==> src/rtl/vmem_pkg.sv <==
// Shared widths, op encoding and command payload for the vmem request path.
package vmem_pkg;

    localparam int unsigned ADDR_W = 4;
    localparam int unsigned DATA_W = 8;

    localparam logic OP_READ  = 1'b0;
    localparam logic OP_WRITE = 1'b1;

    typedef struct packed {
        logic              op;
        logic [ADDR_W-1:0] addr;
        logic [DATA_W-1:0] data;
    } cmd_t;

endpackage

==> src/rtl/vmem_req_sequencer_if.sv <==
// Command, memory and response bundle of the vmem request sequencer.
interface vmem_req_sequencer_if #(
    parameter int unsigned ADDR_W = vmem_pkg::ADDR_W,
    parameter int unsigned DATA_W = vmem_pkg::DATA_W,
    parameter int unsigned DEPTH  = 4
);
    localparam int unsigned CNT_W = $clog2(DEPTH) + 1;

    logic              in_valid;
    logic              in_ready;
    logic              in_op;
    logic [ADDR_W-1:0] in_addr;
    logic [DATA_W-1:0] in_data;

    logic              mem_ren;
    logic              mem_wen;
    logic [ADDR_W-1:0] mem_addr;
    logic [DATA_W-1:0] mem_data;
    logic [DATA_W-1:0] mem_odata;

    logic              rsp_valid;
    logic              rsp_ready;
    logic [DATA_W-1:0] rsp_data;

    logic [CNT_W-1:0]  occupancy;
    logic [7:0]        wr_count;
    logic [7:0]        rd_count;

    // Requester plus memory side (drives commands, read data and response ready)
    modport master (
        output in_valid, in_op, in_addr, in_data, mem_odata, rsp_ready,
        input  in_ready, mem_ren, mem_wen, mem_addr, mem_data,
        input  rsp_valid, rsp_data, occupancy, wr_count, rd_count
    );

    // Sequencer side
    modport slave (
        input  in_valid, in_op, in_addr, in_data, mem_odata, rsp_ready,
        output in_ready, mem_ren, mem_wen, mem_addr, mem_data,
        output rsp_valid, rsp_data, occupancy, wr_count, rd_count
    );

endinterface

==> src/rtl/vmem_sync_fifo.sv <==
// Single-clock command FIFO with full/empty/count and a show-ahead head entry.
module vmem_sync_fifo #(
    parameter int unsigned WIDTH = 13,
    parameter int unsigned DEPTH = 4
) (
    input  logic                       clk,
    input  logic                       rst,
    input  logic                       push,
    input  logic                       pop,
    input  logic [WIDTH-1:0]           wdata,
    output logic                       full,
    output logic                       empty,
    output logic [$clog2(DEPTH):0]     count,
    output logic [WIDTH-1:0]           head
);
    localparam int unsigned PTR_W = (DEPTH > 1) ? $clog2(DEPTH) : 1;
    localparam int unsigned CNT_W = $clog2(DEPTH) + 1;

    logic [WIDTH-1:0] mem [DEPTH];
    logic [PTR_W-1:0] wr_ptr;
    logic [PTR_W-1:0] rd_ptr;
    logic [CNT_W-1:0] cnt;
    logic             do_push;
    logic             do_pop;

    // A full FIFO refuses pushes even when it pops in the same cycle
    assign do_push = push && !full;
    assign do_pop  = pop && !empty;

    assign full  = (cnt == CNT_W'(DEPTH));
    assign empty = (cnt == '0);
    assign count = cnt;
    assign head  = mem[rd_ptr];

    // Pointer and fill-level bookkeeping; pointers wrap naturally (DEPTH is a power of two)
    always_ff @(posedge clk or negedge rst) begin
        if (!rst) begin
            wr_ptr <= '0;
            rd_ptr <= '0;
            cnt    <= '0;
        end else begin
            if (do_push) wr_ptr <= wr_ptr + PTR_W'(1);
            if (do_pop)  rd_ptr <= rd_ptr + PTR_W'(1);
            if (do_push && !do_pop)      cnt <= cnt + CNT_W'(1);
            else if (do_pop && !do_push) cnt <= cnt - CNT_W'(1);
        end
    end

    // Entry storage, no reset needed since occupancy gates every read
    always_ff @(posedge clk) begin
        if (do_push) mem[wr_ptr] <= wdata;
    end

endmodule

==> src/rtl/vmem_req_sequencer.sv <==
// In-order memory command sequencer: queues commands, issues strobes, holds one read response.
module vmem_req_sequencer #(
    parameter int unsigned ADDR_W = vmem_pkg::ADDR_W,
    parameter int unsigned DATA_W = vmem_pkg::DATA_W,
    parameter int unsigned DEPTH  = 4
) (
    input  logic                 clk,
    input  logic                 rst,
    vmem_req_sequencer_if.slave  bus
);
    import vmem_pkg::*;

    localparam int unsigned CNT_W = $clog2(DEPTH) + 1;
    localparam int unsigned ENT_W = $bits(cmd_t);

    cmd_t              wr_ent;
    cmd_t              head;
    logic [ENT_W-1:0]  head_bits;
    logic              full;
    logic              empty;
    logic [CNT_W-1:0]  count;
    logic              push;
    logic              issue_wr;
    logic              issue_rd;
    logic [ADDR_W-1:0] head_addr;

    logic              rsp_valid_q;
    logic [DATA_W-1:0] rsp_data_q;
    logic [7:0]        wr_cnt_q;
    logic [7:0]        rd_cnt_q;

    // Pack the offered command into a FIFO entry
    always_comb begin
        wr_ent.op   = bus.in_op;
        wr_ent.addr = bus.in_addr;
        wr_ent.data = bus.in_data;
    end

    assign push = bus.in_valid && !full;

    vmem_sync_fifo #(
        .WIDTH (ENT_W),
        .DEPTH (DEPTH)
    ) u_fifo (
        .clk   (clk),
        .rst   (rst),
        .push  (push),
        .pop   (issue_wr || issue_rd),
        .wdata (wr_ent),
        .full  (full),
        .empty (empty),
        .count (count),
        .head  (head_bits)
    );

    assign head      = cmd_t'(head_bits);
    assign head_addr = head.addr;

    // Head issue decision: writes always go, reads wait for a free response slot and block everything behind them
    always_comb begin
        issue_wr = 1'b0;
        issue_rd = 1'b0;
        if (rst && !empty) begin
            if (head.op == OP_WRITE) begin
                issue_wr = 1'b1;
            end else if (!rsp_valid_q || bus.rsp_ready) begin
                issue_rd = 1'b1;
            end
        end
    end

    // Response slot: load on read issue (also when draining the same cycle), clear when consumed
    always_ff @(posedge clk or negedge rst) begin
        if (!rst) begin
            rsp_valid_q <= 1'b0;
            rsp_data_q  <= '0;
        end else if (issue_rd) begin
            rsp_valid_q <= 1'b1;
            rsp_data_q  <= bus.mem_odata;
        end else if (bus.rsp_ready) begin
            rsp_valid_q <= 1'b0;
        end
    end

    // Completion counters, wrapping at 255
    always_ff @(posedge clk or negedge rst) begin
        if (!rst) begin
            wr_cnt_q <= '0;
            rd_cnt_q <= '0;
        end else begin
            if (issue_wr) wr_cnt_q <= wr_cnt_q + 8'd1;
            if (issue_rd) rd_cnt_q <= rd_cnt_q + 8'd1;
        end
    end

    assign bus.in_ready  = !full;
    assign bus.mem_wen   = issue_wr;
    assign bus.mem_ren   = issue_rd;
    assign bus.mem_addr  = head_addr;
    assign bus.mem_data  = head.data;
    assign bus.rsp_valid = rsp_valid_q;
    assign bus.rsp_data  = rsp_data_q;
    assign bus.occupancy = count;
    assign bus.wr_count  = wr_cnt_q;
    assign bus.rd_count  = rd_cnt_q;

endmodule
==> src/flat_wrapper.sv <==
// flat-port wrapper written by rule: the top's interface ports become plain ports
module vmem_req_sequencer_flat import vmem_pkg::*;
#(
    parameter int unsigned ADDR_W = vmem_pkg::ADDR_W,
    parameter int unsigned DATA_W = vmem_pkg::DATA_W,
    parameter int unsigned DEPTH  = 4
)
  (clk, rst, bus_in_valid, bus_in_op, bus_in_addr, bus_in_data, bus_mem_odata, bus_rsp_ready, bus_in_ready, bus_mem_ren, bus_mem_wen, bus_mem_addr, bus_mem_data, bus_rsp_valid, bus_rsp_data, bus_occupancy, bus_wr_count, bus_rd_count);
  vmem_req_sequencer_if #(.ADDR_W(ADDR_W), .DATA_W(DATA_W), .DEPTH(DEPTH)) bus_i ();
  input  logic clk;
  input  logic rst;
  input wire logic [$bits(bus_i.in_valid)-1:0] bus_in_valid;
  input wire logic [$bits(bus_i.in_op)-1:0] bus_in_op;
  input wire logic [$bits(bus_i.in_addr)-1:0] bus_in_addr;
  input wire logic [$bits(bus_i.in_data)-1:0] bus_in_data;
  input wire logic [$bits(bus_i.mem_odata)-1:0] bus_mem_odata;
  input wire logic [$bits(bus_i.rsp_ready)-1:0] bus_rsp_ready;
  output wire logic [$bits(bus_i.in_ready)-1:0] bus_in_ready;
  output wire logic [$bits(bus_i.mem_ren)-1:0] bus_mem_ren;
  output wire logic [$bits(bus_i.mem_wen)-1:0] bus_mem_wen;
  output wire logic [$bits(bus_i.mem_addr)-1:0] bus_mem_addr;
  output wire logic [$bits(bus_i.mem_data)-1:0] bus_mem_data;
  output wire logic [$bits(bus_i.rsp_valid)-1:0] bus_rsp_valid;
  output wire logic [$bits(bus_i.rsp_data)-1:0] bus_rsp_data;
  output wire logic [$bits(bus_i.occupancy)-1:0] bus_occupancy;
  output wire logic [$bits(bus_i.wr_count)-1:0] bus_wr_count;
  output wire logic [$bits(bus_i.rd_count)-1:0] bus_rd_count;
  assign bus_i.in_valid = bus_in_valid;
  assign bus_i.in_op = bus_in_op;
  assign bus_i.in_addr = bus_in_addr;
  assign bus_i.in_data = bus_in_data;
  assign bus_i.mem_odata = bus_mem_odata;
  assign bus_i.rsp_ready = bus_rsp_ready;
  assign bus_in_ready = bus_i.in_ready;
  assign bus_mem_ren = bus_i.mem_ren;
  assign bus_mem_wen = bus_i.mem_wen;
  assign bus_mem_addr = bus_i.mem_addr;
  assign bus_mem_data = bus_i.mem_data;
  assign bus_rsp_valid = bus_i.rsp_valid;
  assign bus_rsp_data = bus_i.rsp_data;
  assign bus_occupancy = bus_i.occupancy;
  assign bus_wr_count = bus_i.wr_count;
  assign bus_rd_count = bus_i.rd_count;
  vmem_req_sequencer #(.ADDR_W(ADDR_W), .DATA_W(DATA_W), .DEPTH(DEPTH)) u_core (.clk(clk), .rst(rst), .bus(bus_i));
endmodule
==> config.mk <==
export PLATFORM = sky130hd
export DESIGN_NAME = vmem_req_sequencer_flat
export DESIGN_NICKNAME = d
export VERILOG_FILES = /design/src/rtl/vmem_pkg.sv /design/src/rtl/vmem_req_sequencer_if.sv /design/src/rtl/vmem_sync_fifo.sv /design/src/rtl/vmem_req_sequencer.sv /design/src/flat_wrapper.sv
export SDC_FILE = /design/constraint.sdc
export NUM_CORES = 1
export LEC_CHECK = 0
export ABC_CLOCK_PERIOD_IN_PS = 2200
export CAP_MARGIN = 20
export CELL_PAD_IN_SITES_DETAIL_PLACEMENT = 2
export CELL_PAD_IN_SITES_GLOBAL_PLACEMENT = 2
export CORE_ASPECT_RATIO = 1.2
export CORE_MARGIN = 1
export CORE_UTILIZATION = 34
export CTS_BUF_LIST = sky130_fd_sc_hd__clkbuf_8
export DETAILED_ROUTE_END_ITERATION = 7
export HOLD_SLACK_MARGIN = 0.08
export PLACE_DENSITY = 0.86
export SYNTH_ARGS = -nofsm -noshare
export SYNTH_HDL_FRONTEND = slang
export SYNTH_HIERARCHICAL = 1
export SYNTH_SLANG_ARGS = --single-unit
==> constraint.sdc <==
create_clock -name clk -period 2.2 [get_ports clk]
set_clock_uncertainty 0.15 [all_clocks]
set_input_delay 0.44 -clock clk [delete_from_list [all_inputs] [get_ports clk]]
set_output_delay 0.44 -clock clk [all_outputs]
set_load 0.01 [all_outputs]
Word level (Yosys, flattened, before mapping)
Memory sizes are Yosys's and may differ from the RTL's.
Cells that the tools add are included.
{"block": "op_classes", "n_addsub": 6, "mul": 0, "n_div": 0, "order_cmp": 0, "n_eq_ne": 1, "n_shift": 0, "n_mux": 11, "n_bitwise": 0, "n_reduce_logical": 16}
{"operator": "$add 8x1->8 const B", "count": 2}
{"operator": "$mux 1", "count": 9}
{"operator": "$logic_and 1x1->1", "count": 6}
{"operator": "$mux 3", "count": 2}
{"operator": "$logic_not 1->1", "count": 5}
{"operator": "$add 2x1->2 const B", "count": 2}
{"operator": "$reduce_bool 2->1", "count": 2}
{"operator": "$add 3x1->3 const B", "count": 1}
{"operator": "$eq 3x3->1 const B", "count": 1}
{"operator": "$logic_not 3->1", "count": 1}
{"operator": "$sub 3x1->3 const B", "count": 1}
{"operator": "$logic_or 1x1->1", "count": 2}
{"block": "totals", "regBits": 32, "latchBits": 0, "ram_bits": 52, "romBits": 0, "in_bits": 25, "output_inout_bits": 43, "wordCells": 42, "n_memories": 1}
{"name": "u_core.u_fifo.mem", "words": 4, "width": 13, "rd": 1, "rd_ports_with_merged_regs": 0, "wr": 1, "line_no": "vmem_sync_fifo.sv:19", "source": "logic [WIDTH-1:0] mem [DEPTH];"}

Logic depth before layout (Yosys ltp)
{"block": "logic_depth", "ltp_word": 10, "depth_mapped": 11, "ltp_nobuf": 11}

Modules after synthesis
The synthesis kept the hierarchy.
{"mod": "vmem_sync_fifo", "n_inst": 1, "cells_each": 104, "area_each_um2": 2311.0, "seq_area_each_um2": 1736.7}
{"mod": "vmem_req_sequencer", "n_inst": 1, "cells_each": 102, "area_each_um2": 1096.1, "seq_area_each_um2": 625.6}

Least setup slack after synthesis
No wires, ideal clock.
{"block": "synth_timing", "path_type": "register to register", "from": "reg u_core.u_fifo.rd_ptr[0]", "to": "reg u_core.u_fifo.cnt[2] (netlist: u_core/u_fifo/count[2])", "setup_ns": 0.079, "t_arrival_ns": 2.198, "path_slack_ns": -0.227, "path_stages_with_launch": 12, "path_buffers": 1, "cell_sequence": "dfrtp_1 > buf_6 > mux4_2 > nor2_1 > nor2_1 > nand2_1 > ha_1 > inv_1 > fa_1 > xor2_1 > nor2_1 > xor2_1"}
{"item": "start: declaration", "line_no": "vmem_sync_fifo.sv:21", "source": "logic [PTR_W-1:0] rd_ptr;"}
{"item": "start signal: assignment", "line_no": "vmem_sync_fifo.sv:43", "source": "if (do_pop) rd_ptr <= rd_ptr + PTR_W'(1);"}
{"item": "end signal: assignment", "line_no": "vmem_sync_fifo.sv:44", "source": "if (do_push && !do_pop) cnt <= cnt + CNT_W'(1);"}
{"item": "end signal: assignment", "line_no": "vmem_sync_fifo.sv:45", "source": "else if (do_pop && !do_push) cnt <= cnt - CNT_W'(1);"}
{"item": "end: declaration", "line_no": "vmem_sync_fifo.sv:22", "source": "logic [CNT_W-1:0] cnt;"}

==> Flow_metrics.wiki <==
{| class="wikitable"
! Metric !! Value
|-
| Result of the run || finished with violations
|-
| Violated checks || setup timing
|-
| Placed Area || around 4400 um^2
|-
| Core region area || 9610 um^2
|-
| Most area-hungry cell type in the Yosys netlist || sky130_fd_sc_hd__edfxtp_1
|-
| Fillers || between 800 and 900
|-
| Maximum clock insertion buffer count || 2
|-
| DRC viols || 0
|-
| Worst Max-Slew Pin Slew || 0.450 ns
|-
| Starting density of the core || 0.354
|-
| Register-to-Register Path Depth || 11
|-
| CTS H-Tree Depth || 3
|-
| Post-layout power || between 6 and 7 mW
|-
| Final count of negative-setup-slack endpoints || 21
|-
| Share of the core filled with cells || 0.501
|-
| TritonCTS buffer count || 9
|-
| Clock edge transition at the registers on the reported setup and hold paths || roughly 0.09 ns
|-
| Launch point of the worst reg-to-reg path || u_core/u_fifo/rd_ptr[0]
|-
| Nets@finish || roughly 360
|-
| Number of nets with antenna violations after routing || 0
|-
| Largest fanout on the critical path || 3
|-
| Number of top-level pins || roughly 70
|-
| Die Ht || around 110 um
|-
| First DRT Iteration DRCs || 105
|-
| Clock tree from TritonCTS || built
|-
| Crit path kind || reg2out
|-
| Post-layout minimum cycle time || 2.62 ns
|-
| Endpoint of the worst-slack reg-to-reg timing path || u_core/u_fifo/count[2]
|-
| Crit path launch || u_core/u_fifo/rd_ptr[0]
|-
| Most common library cell in the layout ignoring fill and taps || sky130_fd_sc_hd__edfxtp_1
|-
| FF-to-FF setup slack || -0.37 ns
|-
| Syn-to-layout area delta || 41.5%
|-
| Post-Synthesis Cell Area || between 3000 and 4000 um^2
|-
| Period utilization || 1.19
|-
| Chip width || ~93 um
|-
| Fraction of final layout cells with drive strength greater than 1 || 0.331
|-
| Worst slack on hold paths || 0.119 ns
|-
| Netlist cell types || 27
|-
| Tightest slew margin relative to the limit || 0.700
|-
| Largest cells by area after synthesis || sky130_fd_sc_hd__edfxtp_1 (46%), sky130_fd_sc_hd__dfrtp_1 (24%), sky130_fd_sc_hd__mux4_2 (8.6%)
|-
| Post-DP HPWL || 6260 um
|-
| Largest vdd supply drop || 0.491 mV
|-
| Clock latency at the later pin of the worst-skew pair || ~0.37 ns
|-
| Setup repair after global routing missed its margin || yes
|-
| Highest-count cells in the layout ignoring fill and taps || sky130_fd_sc_hd__edfxtp_1 (52), sky130_fd_sc_hd__clkdlybuf4s50_1 (51), sky130_fd_sc_hd__buf_4 (37), sky130_fd_sc_hd__dfrtp_1 (31), sky130_fd_sc_hd__nand2_1 (30)
|-
| Routability cong. || ~0.73
|-
| Vias per inst || ~4.8
|-
| Vias after detailed routing || around 2200
|-
| Area of the die || 10400 um^2
|-
| Class of the most critical hold timing path || in2async
|-
| Average wire per standard cell || approximately 23 um
|-
| Area used by multi-input combinational logic || around 1000 um^2
|-
| Pin count of the biggest net entering global routing || 33
|-
| Via count of the first global-routing pass || about 2500
|-
| Category of the worst setup path launch point || flip-flop
|-
| Count of pins over their slew limit || 0
|-
| Reported max-cap violation count || 0
|-
| Number of clock sinks seen by CTS || 84
|-
| Type of destination of the critical path || primary output
|-
| Share of the synthesized area in the top cell type || 0.458
|-
| Initial DRT Pass Iterations || 4
|-
| Syn Nets || 239
|-
| Part of the Yosys area used for sequential elements || 0.693
|-
| Data required time at the worst endpoint || roughly 1.6 ns
|-
| Post-detailed-routing wire length || 10300 um
|-
| Area used by sequential logic in the layout || 2360 um^2
|-
| Leakage component of the power || 1.93 nW
|-
| Total inserted antenna cells || 0
|-
| Data arrival time of the critical path || roughly 2.0 ns
|-
| Overall global routing resource usage || 0.215
|-
| Total number of placement rows || 39
|-
| Hold-fix buffers at CTS || 0
|-
| Congestion Overflow GR || 0
|-
| Worst slack, placed || -0.484 ns
|-
| Final WS setup || -0.417 ns
|-
| Number of port buffers || 67
|-
| Global-route wire length before repair || roughly 16000 um
|-
| Post-Synthesis Mean Instance Area || approximately 17 um^2
|-
| Buffer cell driving the clock tree root || sky130_fd_sc_hd__clkbuf_8
|-
| Final Instance Area || ~4800 um^2
|-
| Number of synthesized register bits || 84
|-
| Number of endpoints with negative hold slack in the final report || 0
|-
| Post-Synthesis Cells || about 200
|-
| Yosys synthesis warning count || 6
|-
| Power density over the cells || 1410 nW/um^2
|-
| Achievable clock frequency || between 0.3 and 0.4 GHz
|-
| Initial antenna violation count || 0
|}
cell usage after synthesis:
library cell and number:
sky130_fd_sc_hd__and2_1 4, sky130_fd_sc_hd__and3_1 3, sky130_fd_sc_hd__and4_1 1, sky130_fd_sc_hd__buf_2 2
sky130_fd_sc_hd__buf_6 4, sky130_fd_sc_hd__buf_8 1, sky130_fd_sc_hd__clkinv_4 1, sky130_fd_sc_hd__dfrtp_1 32
sky130_fd_sc_hd__edfxtp_1 52, sky130_fd_sc_hd__fa_1 1, sky130_fd_sc_hd__ha_1 7, sky130_fd_sc_hd__inv_1 6
sky130_fd_sc_hd__mux2_2 2, sky130_fd_sc_hd__mux2_4 1, sky130_fd_sc_hd__mux4_2 13, sky130_fd_sc_hd__nand2_1 32
sky130_fd_sc_hd__nand2b_4 1, sky130_fd_sc_hd__nand3_1 6, sky130_fd_sc_hd__nand4_1 2, sky130_fd_sc_hd__nand4_2 2
sky130_fd_sc_hd__nor2_1 5, sky130_fd_sc_hd__nor2b_1 4, sky130_fd_sc_hd__nor3b_2 1, sky130_fd_sc_hd__or2b_1 1
sky130_fd_sc_hd__or3_1 2, sky130_fd_sc_hd__xnor2_1 15, sky130_fd_sc_hd__xor2_1 5
sequential cells by signal, indices dropped and copies added, names as in the netlist:
signal,count
u_core/bus.rd_count,8
u_core/bus.rsp_data,8
u_core/bus.rsp_valid,1
u_core/bus.wr_count,8
u_core/u_fifo/count,3
u_core/u_fifo/mem,52
u_core/u_fifo/rd_ptr,2
u_core/u_fifo/wr_ptr,2
cell families after synthesis:
logic type               count (synthesis)  synth area share
flip-flops                              84             0.693
adder cells (fa/ha/maj)                  8            0.0316
multiplexers                            16            0.0969
XOR/XNOR                                20            0.0514
AND/OR/NAND/NOR                         64            0.0969
buffers and inverters                   14            0.0297
cell type report:
| class | instances | share of cell area |
|---|---|---|
| sequential | 84 | 0.490 |
| timing repair buffer | 114 | 0.228 |
| multi-input combinational | 108 | 0.208 |
| tap | 123 | 0.0319 |
| clock buffer | 9 | 0.0257 |
| clock inverter | 7 | 0.00909 |
| inverter | 7 | 0.00649 |
report_power, final:
part	switching, mW	leakage [nW]	internal, mW
sequential	0.319	0.872	2.14
combinational	1.49	0.982	1.85
clock	0.596	0.0763	0.402
worst max path at each step:
stage                             end  cells past startpoint  slack (ns)
3_3_place_gp              bus_mem_ren                      5       -0.35
4_1_cts        u_core/u_fifo/count[2]                     11       -0.35
3_5_place_dp   u_core/u_fifo/count[2]                     11       -0.48
2_1_floorplan  u_core/u_fifo/count[2]                     11       -0.20
5_1_grt                   bus_mem_ren                      5       -0.46
6_report                  bus_mem_ren                      5       -0.42
layer usage:
metal  vias to the layer above  wire length (um)  global-route usage  share of wire
met2                        46              5520               0.369           0.54
met5                         -                 0                   0              0
met4                         0               331               0.114          0.032
met3                        19               208              0.0307          0.020
met1                      1132              4200               0.259           0.41
li1                        974                 -                   -              -
what timing repair did:
| item | in CTS | in global routing |
|---|---|---|
| setup endpoints to repair | 18 | 25 |
| gates cloned | 1 | 0 |
| pin swaps | 5 | 5 |
| buffers inserted | 11 | 12 |
| resized for setup | 81 | 19 |
worst max-delay path, stage by stage, from the launching register on:
cell	delay, ns
sky130_fd_sc_hd__dfrtp_2	0.42
sky130_fd_sc_hd__mux4_2	0.56
sky130_fd_sc_hd__buf_4	0.16
sky130_fd_sc_hd__or3_4	0.35
sky130_fd_sc_hd__clkinv_4	0.07
sky130_fd_sc_hd__buf_6	0.10
through the flow:
stage               cells  TNS, ns
global placement      418    -2.15
CTS                   446    -2.92
detailed placement    418    -3.96
floorplan             206   -0.386
finish                452    -3.42
global route          452    -4.48
Note: power is estimated with default switching activity, not from simulation.
